$ cat src/rtl/pc_unit.sv
// pc_unit: program counter and next-PC selection for the single-cycle MIPS core.
// The core drives pc_adress into the instruction ROM and picks the next PC from four
// sources: sequential, branch, jump and jump-register. It tracks RUN/HALT/FAULT status
// and counts how many times the PC advances.
// Optional feature: define PC_ALIGN_CHECK_EN to make a misaligned jr target a fault.
// Without it, a jr target is forced to word alignment.
//
//   state    | meaning
//   ---------+------------------------------------------------------------
//   ST_RUN   | normal fetch; PC advances unless halt_req or stall is set
//   ST_HALT  | halt instruction seen; PC and count frozen until reset
//   ST_FAULT | illegal next PC (out of ROM range / misaligned jr); frozen until reset
module pc_unit #(
    parameter logic [31:0] RESET_ADDR = 32'h0000_0000,
    parameter int          MEM_SIZE   = 64
) (
    input  logic        clock,
    input  logic        reset,
    input  logic        stall,
    input  logic        halt_req,
    input  logic        branch_taken,
    input  logic [31:0] branch_offset,
    input  logic        jump,
    input  logic [25:0] jump_target,
    input  logic        jump_reg,
    input  logic [31:0] reg_target,
    output logic [31:0] pc_adress,
    output logic [31:0] pc_plus4,
    output logic        halted,
    output logic        fault,
    output logic [31:0] inst_count
);

    // First byte address past the end of the instruction ROM.
    localparam logic [31:0] PC_LIMIT = 32'(MEM_SIZE * 4);

    typedef enum logic [1:0] {
        ST_RUN   = 2'd0,
        ST_HALT  = 2'd1,
        ST_FAULT = 2'd2
    } state_t;

    state_t      r_state;
    state_t      w_state_nxt;
    logic [31:0] r_pc;
    logic [31:0] w_pc_nxt;
    logic [31:0] r_count;
    logic [31:0] w_count_nxt;
    logic [31:0] w_pc_plus4;
    logic [31:0] w_jr_target;
    logic        w_jr_misaligned;
    logic [31:0] w_target;

    assign w_pc_plus4 = r_pc + 32'd4;

`ifdef PC_ALIGN_CHECK_EN
    // A jr target must already be word aligned; low bits set are reported as a fault.
    assign w_jr_target     = reg_target;
    assign w_jr_misaligned = jump_reg && (reg_target[1:0] != 2'b00);
`else
    // The low address bits are dropped so a jr always lands on a word boundary.
    logic w_unused_align_bits;
    assign w_jr_target         = {reg_target[31:2], 2'b00};
    assign w_jr_misaligned     = 1'b0;
    assign w_unused_align_bits = ^reg_target[1:0];
`endif

    // Pick the redirect target by priority: jr, j/jal, taken branch, then sequential.
    always_comb begin
        w_target = w_pc_plus4;
        if (jump_reg) begin
            w_target = w_jr_target;
        end else if (jump) begin
            w_target = {w_pc_plus4[31:28], jump_target, 2'b00};
        end else if (branch_taken) begin
            w_target = w_pc_plus4 + (branch_offset << 2);
        end
    end

    // Next state, next PC and next count. HALT and FAULT hold everything.
    always_comb begin
        w_state_nxt = r_state;
        w_pc_nxt    = r_pc;
        w_count_nxt = r_count;
        case (r_state)
            ST_RUN: begin
                if (halt_req) begin
                    w_state_nxt = ST_HALT;
                end else if (!stall) begin
                    if (w_jr_misaligned || (w_target >= PC_LIMIT)) begin
                        w_state_nxt = ST_FAULT;
                    end else begin
                        w_pc_nxt    = w_target;
                        w_count_nxt = r_count + 32'd1;
                    end
                end
            end
            ST_HALT:  w_state_nxt = ST_HALT;
            ST_FAULT: w_state_nxt = ST_FAULT;
            default:  w_state_nxt = ST_FAULT;
        endcase
    end

    // State, PC and advance counter registers. Reset overrides every other input.
    always_ff @(posedge clock) begin
        if (reset) begin
            r_state <= ST_RUN;
            r_pc    <= RESET_ADDR;
            r_count <= 32'd0;
        end else begin
            r_state <= w_state_nxt;
            r_pc    <= w_pc_nxt;
            r_count <= w_count_nxt;
        end
    end

    assign pc_adress  = r_pc;
    assign pc_plus4   = w_pc_plus4;
    assign inst_count = r_count;
    assign halted     = (r_state == ST_HALT);
    assign fault      = (r_state == ST_FAULT);

endmodule
$ cat config.mk
export PLATFORM = sky130hd
export DESIGN_NAME = pc_unit
export DESIGN_NICKNAME = d
export VERILOG_FILES = /design/src/rtl/pc_unit.sv
export SDC_FILE = /design/constraint.sdc
export NUM_CORES = 1
export LEC_CHECK = 0
export ABC_AREA = 0
export CORE_MARGIN = 4
export CORE_UTILIZATION = 48
export CTS_CLUSTER_SIZE = 14
export DETAILED_ROUTE_END_ITERATION = 10
export PLACE_DENSITY_LB_ADDON = 0.12
export SYNTH_ARGS = -nofsm -noshare
export SYNTH_HDL_FRONTEND = slang
export SYNTH_SLANG_ARGS = --single-unit
export TNS_END_PERCENT = 5
$ cat constraint.sdc
create_clock -name clock -period 6 [get_ports clock]
set_input_delay 1.2 -clock clock [delete_from_list [all_inputs] [get_ports clock]]
set_output_delay 1.2 -clock clock [all_outputs]
set_load 0.05 [all_outputs]
==> results of run 1 <==
## routing by layer
layer / vias up / wire length [um] / global-route usage (%)
met4: 0 / 424 / 8.36
met5: - / 0 / 0
li1: 3289 / - / -
met2: 342 / 10500 / 50.5
met3: 37 / 1920 / 6.27
met1: 3294 / 9290 / 39.2
## placed cells by master, fill, tap and decap left out, types with 25 or more instances in the layout
cell type,instances
nand3_1,34
ha_1,35
nor2b_1,36
dfxtp_1,66
xnor2_1,25
nor3_1,26
o21ai_0,28
nand2_1,57
mux2_1,25
clkdlybuf4s50_1,189
nor2_1,80
a21oi_1,47
nand4_1,30
## power by group through the flow
stage                     registers (mW)  clock network (mW)  logic, mW
after floorplan                    0.450                   0      0.105
after global routing               0.440               0.516      0.227
after global placement             0.450                   0      0.204
after detailed placement           0.450                   0      0.205
after CTS                          0.441               0.492      0.207
final                              0.441               0.483      0.210
## stage by stage
step	total power, mW	hold WS, ns	setup WS, ns
6_report	1.13	0.466	0.354
5_1_grt	1.18	0.494	0.00521
4_1_cts	1.14	0.459	0.404
3_5_place_dp	0.655	0.452	0.273
3_3_place_gp	0.654	0.435	0.341
2_1_floorplan	0.555	0.426	0.0189
## worst paths after layout
check | slack, ns | endpoint | depth (start not counted) | start
worst min-delay path | 0.47 | pc_adress[1] | 2 | pc_adress[1]
worst max-delay path | 0.35 | inst_count[23] | 20 | pc_adress[2]
worst max register to register | 0.35 | inst_count[23] | 20 | pc_adress[2]
worst min register to register | 0.47 | pc_adress[1] | 2 | pc_adress[1]
## area by class of cell
| cell class | count | area (um^2) | area share (%) |
|---|---|---|---|
| tap | 168 | 210 | 2.48 |
| sequential | 66 | 1320 | 15.6 |
| inverter | 14 | 52.6 | 0.620 |
| clock buffer | 14 | 274 | 3.23 |
| timing repair buffer | 212 | 2090 | 24.6 |
| clock inverter | 2 | 10.0 | 0.118 |
| multi-input combinational | 662 | 4520 | 53.3 |
## cell families (layout without fill, tap and decap cells)
kind of cell / after synthesis / after routing / synth area share, %
adders and majority gates: 36 / 36 / 7.54
AOI/OAI and AO/OA: 174 / 174 / 19.6
muxes: 32 / 32 / 5.90
and+or+nand+nor: 374 / 374 / 34.3
DFF: 66 / 66 / 21.8
xor gates and xnor gates: 46 / 46 / 6.64
buffers and inverters: 64 / 242 / 4.25
## state kept, by name (all words and copies together), names as in the netlist
register,flops
pc_adress,32
r_state,2
inst_count,32
## cell usage after synthesis (3+ instances only)
cell        n  share of area [%]
a211oi_1   16                2.0
a21o_1     12                1.5
a21oi_1    47                3.9
a221oi_1    5               0.72
a22oi_1     3               0.37
a311oi_1    5               0.72
a31o_2      4               0.58
a31oi_1     4               0.41
and2_1      4               0.41
and3_1     22                2.3
and4_1      9                1.3
buf_1       4               0.25
buf_2       8               0.66
clkbuf_1   36                2.2
dfxtp_1    66                 22
ha_1       35                7.2
inv_1      13               0.80
mux2_1     25                4.6
mux2_2      5               0.93
nand2_1    57                3.5
nand2b_1    5               0.52
nand3_1    34                2.8
nand4_1    30                3.1
nor2_1     81                5.0
nor2b_1    36                3.7
nor3_1     26                2.1
nor3_2     20                3.3
nor3b_1    22                2.7
nor4_1     13                1.3
o211ai_1    5               0.62
o21a_1      6               0.74
o21ai_0    28                2.3
o221a_2     6                1.1
o221ai_1    3               0.43
o2bb2ai_1   3               0.43
o31ai_1     4               0.49
or3_1       3               0.31
xnor2_1    28                4.0
xor2_1     18                2.6
## critical path, delay by kind of cell (launching register included)
family / cells / cell delay (ns)
and+or+nand+nor: 12 / 2.77
adders and majority gates: 2 / 0.62
xor gates and xnor gates: 1 / 0.50
DFF: 1 / 0.45
AOI/OAI and AO/OA: 2 / 0.42
buffers and inverters: 2 / 0.39
muxes: 1 / 0.37
## what timing repair did
action / CTS / global route
hold buffers: 0 / 0
endpoints found under the hold margin: 0 / 0
resized for setup: 0 / 1
setup endpoints to repair: 0 / 9
==> flow_summary_export.csv, run 1 <==
group,metric,value,unit
synthesis,synth_edf_count,0,
global_routing,track_usage,30.1,%
cells_and_area,layoutNonFillerInstCount,1138,
cells_and_area,utilization,69.4,%
routing,wirelength,22200,um
cts,clk_latency,0.32,ns
pwr,p_switching,0.280,mW
pwr,p_per_area,134,nW/um^2
setup_path,cp-start-kind,"flop",
sta,drv_slew,0,
setup_path,cpMostUsedCell,"nand3_1",
sta,skew,0.00561,ns
setup_path,worstPathCellList,"ha_1 -> and4_1 -> nand3_1 -> buf_4 -> nor2_1 -> nand3_1 -> xnor2_1 -> ha_1 -> nand2_1 -> a21o_1 -> nand2_1 -> and3b_1 -> a221oi_1 -> nand3_1 -> or4b_2 -> nor4_4 -> nand3_2 -> buf_12 -> nor4_1 -> mux2_2",
sta,fin_crit_sh,94.1,%
die,die_y,120,um
global_routing,overflow,0,
pwr,seqPwrFrac,38.9,%
setup_path,critPathKind,"flop to flop",
pwr,leakage,3.26,nW
routing,wl_per_cell,19.5,um
sta,tightest_slew,0.905,ns
synthesis,synthArstFlopShare,0,%
pwr,vdd_drop_max,0.000199,V
synthesis,synth_seq_cells,66,
placed_design,hpwlAfterDp,17600,um
routing,first_iter_violations,767,
global_routing,grt_max_degree,96,
routing,drcViolationCount,0,
sta,finalSetupViolCount,0,
global_routing,grt_pass1_vias,6819,
pwr,switching_share,24.7,%
placed_design,place_congestion,1.04,
synthesis,synthCells,792,
synthesis,syn_nets,925,
routing,ant_nets,0,
cts,clkSinkCount,66,
setup_path,cp_data_arrival_time,5.86,ns
cells_and_area,drive_above_1_share,8.66,%
sta,rsz0062_at_grt,"no",
global_routing,antenna_found_initial,0,
synthesis,syn_area_per_cell,7.66,um^2
placed_design,placed_area,8180,um^2
synthesis,ys_types,71,
global_routing,grt_pass1_wl,35600,um
setup_path,slowest_stage,"or4b_2",
die,dieArea,14500,um^2
sta,fmax,177,MHz
sta,final.setup.tns,0,ns
cts,clk_pin_slew,0.05,ns
synthesis,ys_warn_count,0,
setup_path,crit_path_end_kind,"flop",
placed_design,portBuffers,190,
die,die_x,120,um
setup_path,cpPeakStageDelay,0.69,ns
cells_and_area,design_area,8470,um^2
cts,htreeDepth,3,
cts,cts_tree,"yes",
synthesis,synth_ff_type,"dfxtp_1",
min_path,worstHoldPathType,"flop to flop",
die,io_pins,195,
flow_run,cap_violations,0,
cells_and_area,nFillCells,1034,
cells_and_area,synthToLayoutAreaGrowth,39.6,%
pwr,internal_power,0.854,mW
cells_and_area,nNetsFinal,1098,
synthesis,ys_seq_area_share,21.8,%
sta,final.min_clock_period,5.65,ns
cts,postCtsSetupBuffers,0,
cells_and_area,diodes,0,
cts,cts_buffers,9,
routing,vias_per_cell,6.12,
placed_design,dp_cells,1122,
cts,cts-root-buf,"clkbuf_16",
die,rows,40,
routing,drtPass1Iterations,5,
setup_path,worstPathRequired,6.21,ns
synthesis,netlist_area,6070,um^2
sta,hold_viol_final,0,
run_status,status,"finished clean",
sta,max_slew_margin,39.7,%
routing,via_count,6962,
pwr,p_comb_share,18.5,%
pwr,pwr-share-clk,42.6,%
die,core,12200,um^2
cts,clock_path_buffers,2,
die,start_util,49.7,%
setup_path,path_max_fanout,37,
Power figures use the tool's default switching activity.
==> run 2: changes to the inputs <==
--- a/config.mk
+++ b/config.mk
@@ -7,7 +7,7 @@
 export LEC_CHECK = 0
 export ABC_AREA = 0
 export CORE_MARGIN = 4
-export CORE_UTILIZATION = 48
+export CORE_UTILIZATION = 24
 export CTS_CLUSTER_SIZE = 14
 export DETAILED_ROUTE_END_ITERATION = 10
 export PLACE_DENSITY_LB_ADDON = 0.12
==> run 2 against run 1 <==
  * Fmax grew 0.67%
  * First-iteration DRC count decreased by 60%
  * Largest cell class unchanged
  * Critical endpoint is now inst_count[26]
  * Global-route usage is 13 points lower
  * Flip-flop and latch count did not move
==> flow_summary_export.csv, run 2 (synthesized netlist as in run 1, its figures left out) <==
group,metric,value,unit
die,io_pins,195,
die,start_util,24.7,%
die,rows,57,
sta,fmax,178,MHz
setup_path,crit_path_end_kind,"flop",
routing,routed.top_layer,"met4",
cts,clk_pin_slew,0.06,ns
setup_path,worstPathCellList,"ha_1 -> and4_1 -> nand3_1 -> nand2b_1 -> xnor2_2 -> ha_1 -> a21oi_1 -> o21ai_1 -> a311oi_2 -> a21boi_1 -> or2_1 -> xor2_1 -> o221a_2 -> nor4_1 -> buf_4 -> nand4_1 -> buf_12 -> nor4_1 -> mux2_2",
routing,wl_per_cell,19.2,um
cts,cts_buffers,9,
routing,wl_met2,11700,um
cells_and_area,diodes,0,
setup_path,worstPathRequired,6.22,ns
setup_path,cp-start-kind,"flop",
cells_and_area,nFillCells,2599,
sta,fin_crit_sh,93.5,%
routing,ant_nets,0,
pwr,p_switching,0.306,mW
die,die_y,167,um
routing,vias_per_cell,5.12,
placed_design,portBuffers,190,
global_routing,grt_pass1_vias,6661,
sta,rsz0062_at_grt,"no",
global_routing,track_usage,17.2,%
pwr,internal_power,0.916,mW
routing,drcViolationCount,0,
pwr,seqPwrFrac,36.0,%
cells_and_area,final_common_cell,"clkdlybuf4s50_1",
pwr,leakage,3.32,nW
pwr,p_per_area,139,nW/um^2
sta,drv_slew,0,
setup_path,slowest_stage,"dfxtp_1",
setup_path,critPathKind,"flop to flop",
cts,clk_latency,0.33,ns
die,core,24600,um^2
sta,hold_viol_final,0,
routing,first_iter_violations,308,
setup_path,cp_data_arrival_time,5.83,ns
routing,wirelength,24900,um
pwr,vdd_drop_max,0.000126,V
global_routing,overflow,0,
pwr,switching_share,25.1,%
routing,drtPass1Iterations,5,
sta,skew,0.00549,ns
cts,clkSinkCount,66,
die,dieArea,27900,um^2
cts,htreeDepth,3,
min_path,worstHoldPathType,"flop to flop",
setup_path,cpPeakStageDelay,0.44,ns
global_routing,grt_max_degree,50,
sta,hold_slack,0.452,ns
placed_design,dp_cells,1283,
cts,clock_path_buffers,2,
cts,cts-root-buf,"clkbuf_16",
placed_design,place_congestion,0.860,
cells_and_area,layout_common_cells,"189 x clkdlybuf4s50_1, 80 x nor2_1, 66 x dfxtp_1, 57 x nand2_1, 45 x a21oi_1",
routing,wl_met3,1390,um
pwr,p_comb_share,17.5,%
placed_design,hpwlAfterDp,19800,um
sta,final.min_clock_period,5.61,ns
routing,via_count,6652,
global_routing,antenna_found_initial,0,
sta,final.setup.tns,0,ns
flow_run,cap_violations,0,
sta,max_slew_margin,39.9,%
sta,tightest_slew,0.900,ns
cells_and_area,synthToLayoutAreaGrowth,44.8,%
pwr,pwr-share-clk,46.5,%
cells_and_area,drive_above_1_share,9.85,%
setup_path,path_max_fanout,36,
global_routing,grt_pass1_wl,38700,um
die,die_x,167,um
cts,postCtsSetupBuffers,0,
cts,cts_tree,"yes",
cells_and_area,layoutNonFillerInstCount,1299,
cells_and_area,nNetsFinal,1103,
run_status,status,"finished clean",
sta,finalSetupViolCount,0,
routing,drt-met1-wl,11400,um
-- run 2: cell count changes in the layout (fill, tap and decap cells not counted), sizes merged --
cell	before	now
clkinvlp	0	1
clkbuf	14	11
bufinv	0	2
buf	23	28
-- run 2: area by class of cell --
type	count	area (um^2)	area share [%]
inverter	14	52.6	0.598
sequential	66	1320	15.0
clock inverter	5	77.6	0.883
multi-input combinational	662	4550	51.8
clock buffer	11	243	2.76
tap	324	405	4.61
timing repair buffer	217	2140	24.3
-- run 2: layer usage --
| layer | vias up | global-route usage (%) |
|---|---|---|
| li1 | 3302 | - |
| met1 | 3118 | 23.4 |
| met3 | 24 | 3.13 |
| met4 | 0 | 3.98 |
| met2 | 208 | 28.3 |
| met5 | - | 0 |
-- run 2: path summary, 6_finish.rpt --
path	from	to	slack, ns	cells after the start
worst max-delay path	pc_adress[2]	inst_count[26]	0.39	19
worst min register to register	r_state[1]	r_state[0]	0.45	1
worst max register to register	pc_adress[2]	inst_count[26]	0.39	19
worst min-delay path	r_state[1]	r_state[0]	0.45	1
-- run 2: critical path, delay by kind of cell, from the launching register on --
family | cells | cell delay, ns
xor gates and xnor gates | 2 | 0.45
muxes | 1 | 0.37
buffers and inverters | 2 | 0.45
AOI/OAI and AO/OA | 5 | 1.16
and+or+nand+nor | 7 | 1.96
DFF | 1 | 0.44
adders and majority gates | 2 | 0.64
-- run 2: metrics by stage --
step           power, mW  setup WS [ns]  instance area, um^2  utilization (%)
2_1_floorplan      0.555         0.0189                 6080                -
3_3_place_gp       0.663          0.141                 8420             34.2
3_5_place_dp       0.660          0.166                 8420             34.2
4_1_cts             1.24          0.121                 8740             35.5
5_1_grt             1.28         0.0260                 8790             35.7
6_report            1.22          0.391                 8790             35.7
-- run 2: what timing repair did --
| item | in CTS | in global routing |
|---|---|---|
| hold buffers | 0 | 0 |
| endpoints found under the setup margin | 0 | 35 |
| resized for setup | 0 | 7 |
-- run 2: power groups by stage --
stage	combinational, mW	clock (mW)	sequential (mW)
final	0.214	0.568	0.440
after global routing	0.231	0.606	0.440
after CTS	0.212	0.588	0.440
after detailed placement	0.210	0	0.450
after global placement	0.213	0	0.450
after floorplan	0.105	0	0.450
==> run 3: changes to the inputs <==
--- a/config.mk
+++ b/config.mk
@@ -6,8 +6,10 @@
 export NUM_CORES = 1
 export LEC_CHECK = 0
 export ABC_AREA = 0
+export CORE_ASPECT_RATIO = 0.6
 export CORE_MARGIN = 4
 export CORE_UTILIZATION = 24
+export CTS_CLUSTER_DIAMETER = 100
 export CTS_CLUSTER_SIZE = 14
 export DETAILED_ROUTE_END_ITERATION = 10
 export PLACE_DENSITY_LB_ADDON = 0.12
==> run 3 against run 2 <==
  * Core utilization up 0.65 points
  * Largest power group unchanged
  * First-iteration DRC count up 64%
  * Highest routed layer unchanged
  * Via count grew 3.2%
  * Worst setup slack worse by 0.0025 ns
  * Fmax about the same
  * Power grew 3.2%
  * Non-clock buffer count up 24
  * Global-route usage grew 0.98 points
  * Clock skew increased by 0.0010 ns
==> flow_summary_export.csv, run 3 (synthesized netlist as in run 1, its figures left out) <==
group,metric,value,unit
setup_path,crit_path_end_kind,"flop",
cells_and_area,layout_common_cells,"189 x clkdlybuf4s50_1, 80 x nor2_1, 65 x dfxtp_1, 57 x nand2_1, 49 x buf_4",
cts,clock_path_buffers,2,
cells_and_area,final_common_cell,"clkdlybuf4s50_1",
sta,tightest_slew,1.05,ns
setup_path,cp_data_arrival_time,5.86,ns
flow_run,cap_violations,0,
setup_path,worstPathRequired,6.25,ns
setup_path,cp-start-kind,"flop",
setup_path,path_max_fanout,19,
pwr,leakage,3.42,nW
routing,first_iter_violations,505,
pwr,seqPwrFrac,34.9,%
global_routing,antenna_found_initial,0,
sta,hold_viol_final,0,
cells_and_area,nNetsFinal,1127,
setup_path,rr_worst_depth,20,
routing,wl_per_cell,19.9,um
routing,ant_nets,0,
setup_path,critPathKind,"flop to flop",
setup_path,rrSetupSlack,0.39,ns
placed_design,portBuffers,190,
pwr,switching_share,24.8,%
placed_design,place_congestion,0.905,
cts,postCtsSetupBuffers,0,
die,rows,44,
sta,final.min_clock_period,5.61,ns
routing,via_count,6866,
routing,drtPass1Iterations,6,
cells_and_area,diodes,0,
sta,max_slew_margin,29.8,%
sta,finalSetupViolCount,0,
cells_and_area,synthToLayoutAreaGrowth,47.1,%
global_routing,grt_pass1_wl,39900,um
cells_and_area,nFillCells,2536,
cts,clk_pin_slew,0.06,ns
die,io_pins,195,
cts,cts_buffers,9,
pwr,internal_power,0.949,mW
die,die_x,213,um
pwr,p_comb_share,17.4,%
routing,vias_per_cell,5.20,
cts,clk_latency,0.33,ns
setup_path,cp-endpoint,"inst_count[2]",
sta,drv_slew,0,
cts,cts-root-buf,"clkbuf_16",
pwr,p_per_area,141,nW/um^2
global_routing,track_usage,18.1,%
setup_path,r2r_start,"pc_adress[3]",
global_routing,grt_pass1_vias,6425,
cts,cts_tree,"yes",
setup_path,rr_endpoint,"inst_count[2]",
setup_path,startpoint,"pc_adress[3]",
sta,skew,0.00648,ns
cts,htreeDepth,3,
global_routing,grt_max_degree,58,
sta,fmax,178,MHz
die,die_y,131,um
run_status,status,"finished clean",
die,start_util,24.7,%
sta,final.setup.tns,0,ns
routing,drcViolationCount,0,
global_routing,overflow,0,
pwr,p_switching,0.312,mW
die,dieArea,28000,um^2
routing,wirelength,26300,um
min_path,worstHoldPathType,"flop to flop",
sta,rsz0062_at_grt,"no",
cells_and_area,drive_above_1_share,11.5,%
sta,fin_crit_sh,93.5,%
min_path,worstHoldStart,"r_state[1]",
placed_design,hpwlAfterDp,21500,um
die,core,24600,um^2
cts,clkSinkCount,66,
cells_and_area,utilization,36.4,%
pwr,vdd_drop_max,0.0000934,V
pwr,pwr-share-clk,47.7,%
==> run 3: changes by cell type in the layout (fill, tap and decap cells not counted), sizes merged <==
cell      change
clkinv        +1
bufinv        +1
clkbuf        -1
buf          +24
clkinvlp      -1
==> run 3: how the worst min path moves through the flow <==
stage | endpoint | slack (ns) | cells past startpoint
final | r_state[0] | 0.45 | 1
after global placement | r_state[0] | 0.45 | 1
after detailed placement | r_state[0] | 0.44 | 1
after floorplan | r_state[0] | 0.43 | 1
after global routing | r_state[0] | 0.49 | 1
after CTS | r_state[0] | 0.45 | 1
==> run 3: what timing repair did <==
item | CTS | global route
setup endpoints to repair | 0 | 62
resized for setup | 0 | 3
hold buffers | 0 | 0
==> run 3: area by class of cell <==
class	instances	area [um^2]	area share, %
repair buffers	241	2300	25.8
well taps	322	403	4.51
inverters	14	52.6	0.589
flip-flops and latches	66	1320	14.8
clock buffers	10	229	2.56
multi-input cells	662	4510	50.5
clock inverters	6	105	1.18
==> run 3: metrics by stage <==
stage | power, mW | instances | setup WS, ns | instance area [um^2] | hold slack [ns]
3_3_place_gp | 0.665 | 1305 | 0.206 | 8590 | 0.449
5_1_grt | 1.32 | 1321 | 0.0426 | 8930 | 0.489
6_report | 1.26 | 1321 | 0.389 | 8930 | 0.450
2_1_floorplan | 0.555 | 792 | 0.0189 | 6080 | 0.426
3_5_place_dp | 0.665 | 1305 | 0.154 | 8590 | 0.443
4_1_cts | 1.28 | 1321 | 0.227 | 8920 | 0.451
==> run 3: critical path: stages (launching register included) <==
cell and delay, ns:
dfxtp_1 0.35, ha_1 0.22, and4_1 0.28, nand3_1 0.16, nand2b_1 0.20, xnor2_1 0.31, ha_1 0.42, a21oi_1 0.25
o21ai_1 0.16, a311oi_1 0.54, a21boi_1 0.27, or2_1 0.31, xor2_1 0.15, o221a_2 0.31, nor4_1 0.31, buf_4 0.20
nand4_1 0.09, buf_4 0.26, buf_4 0.19, or4_1 0.39, a21oi_1 0.15
==> run 3: metal layers <==
| metal | global-route usage, % | part of all wire, % | up-vias |
|---|---|---|---|
| li1 | - | - | 3358 |
| met1 | 29.0 | 52 | 3219 |
| met2 | 23.4 | 37 | 275 |
| met3 | 6.65 | 11 | 14 |
| met4 | 1.78 | 0.40 | 0 |
| met5 | 0 | 0 | - |
==> run 3: power by group through the flow <==
stage | registers (mW) | clock network (mW) | logic (mW)
5_1_grt | 0.440 | 0.640 | 0.237
3_5_place_dp | 0.450 | 0 | 0.215
4_1_cts | 0.440 | 0.623 | 0.216
2_1_floorplan | 0.450 | 0 | 0.105
3_3_place_gp | 0.450 | 0 | 0.215
6_report | 0.440 | 0.602 | 0.219
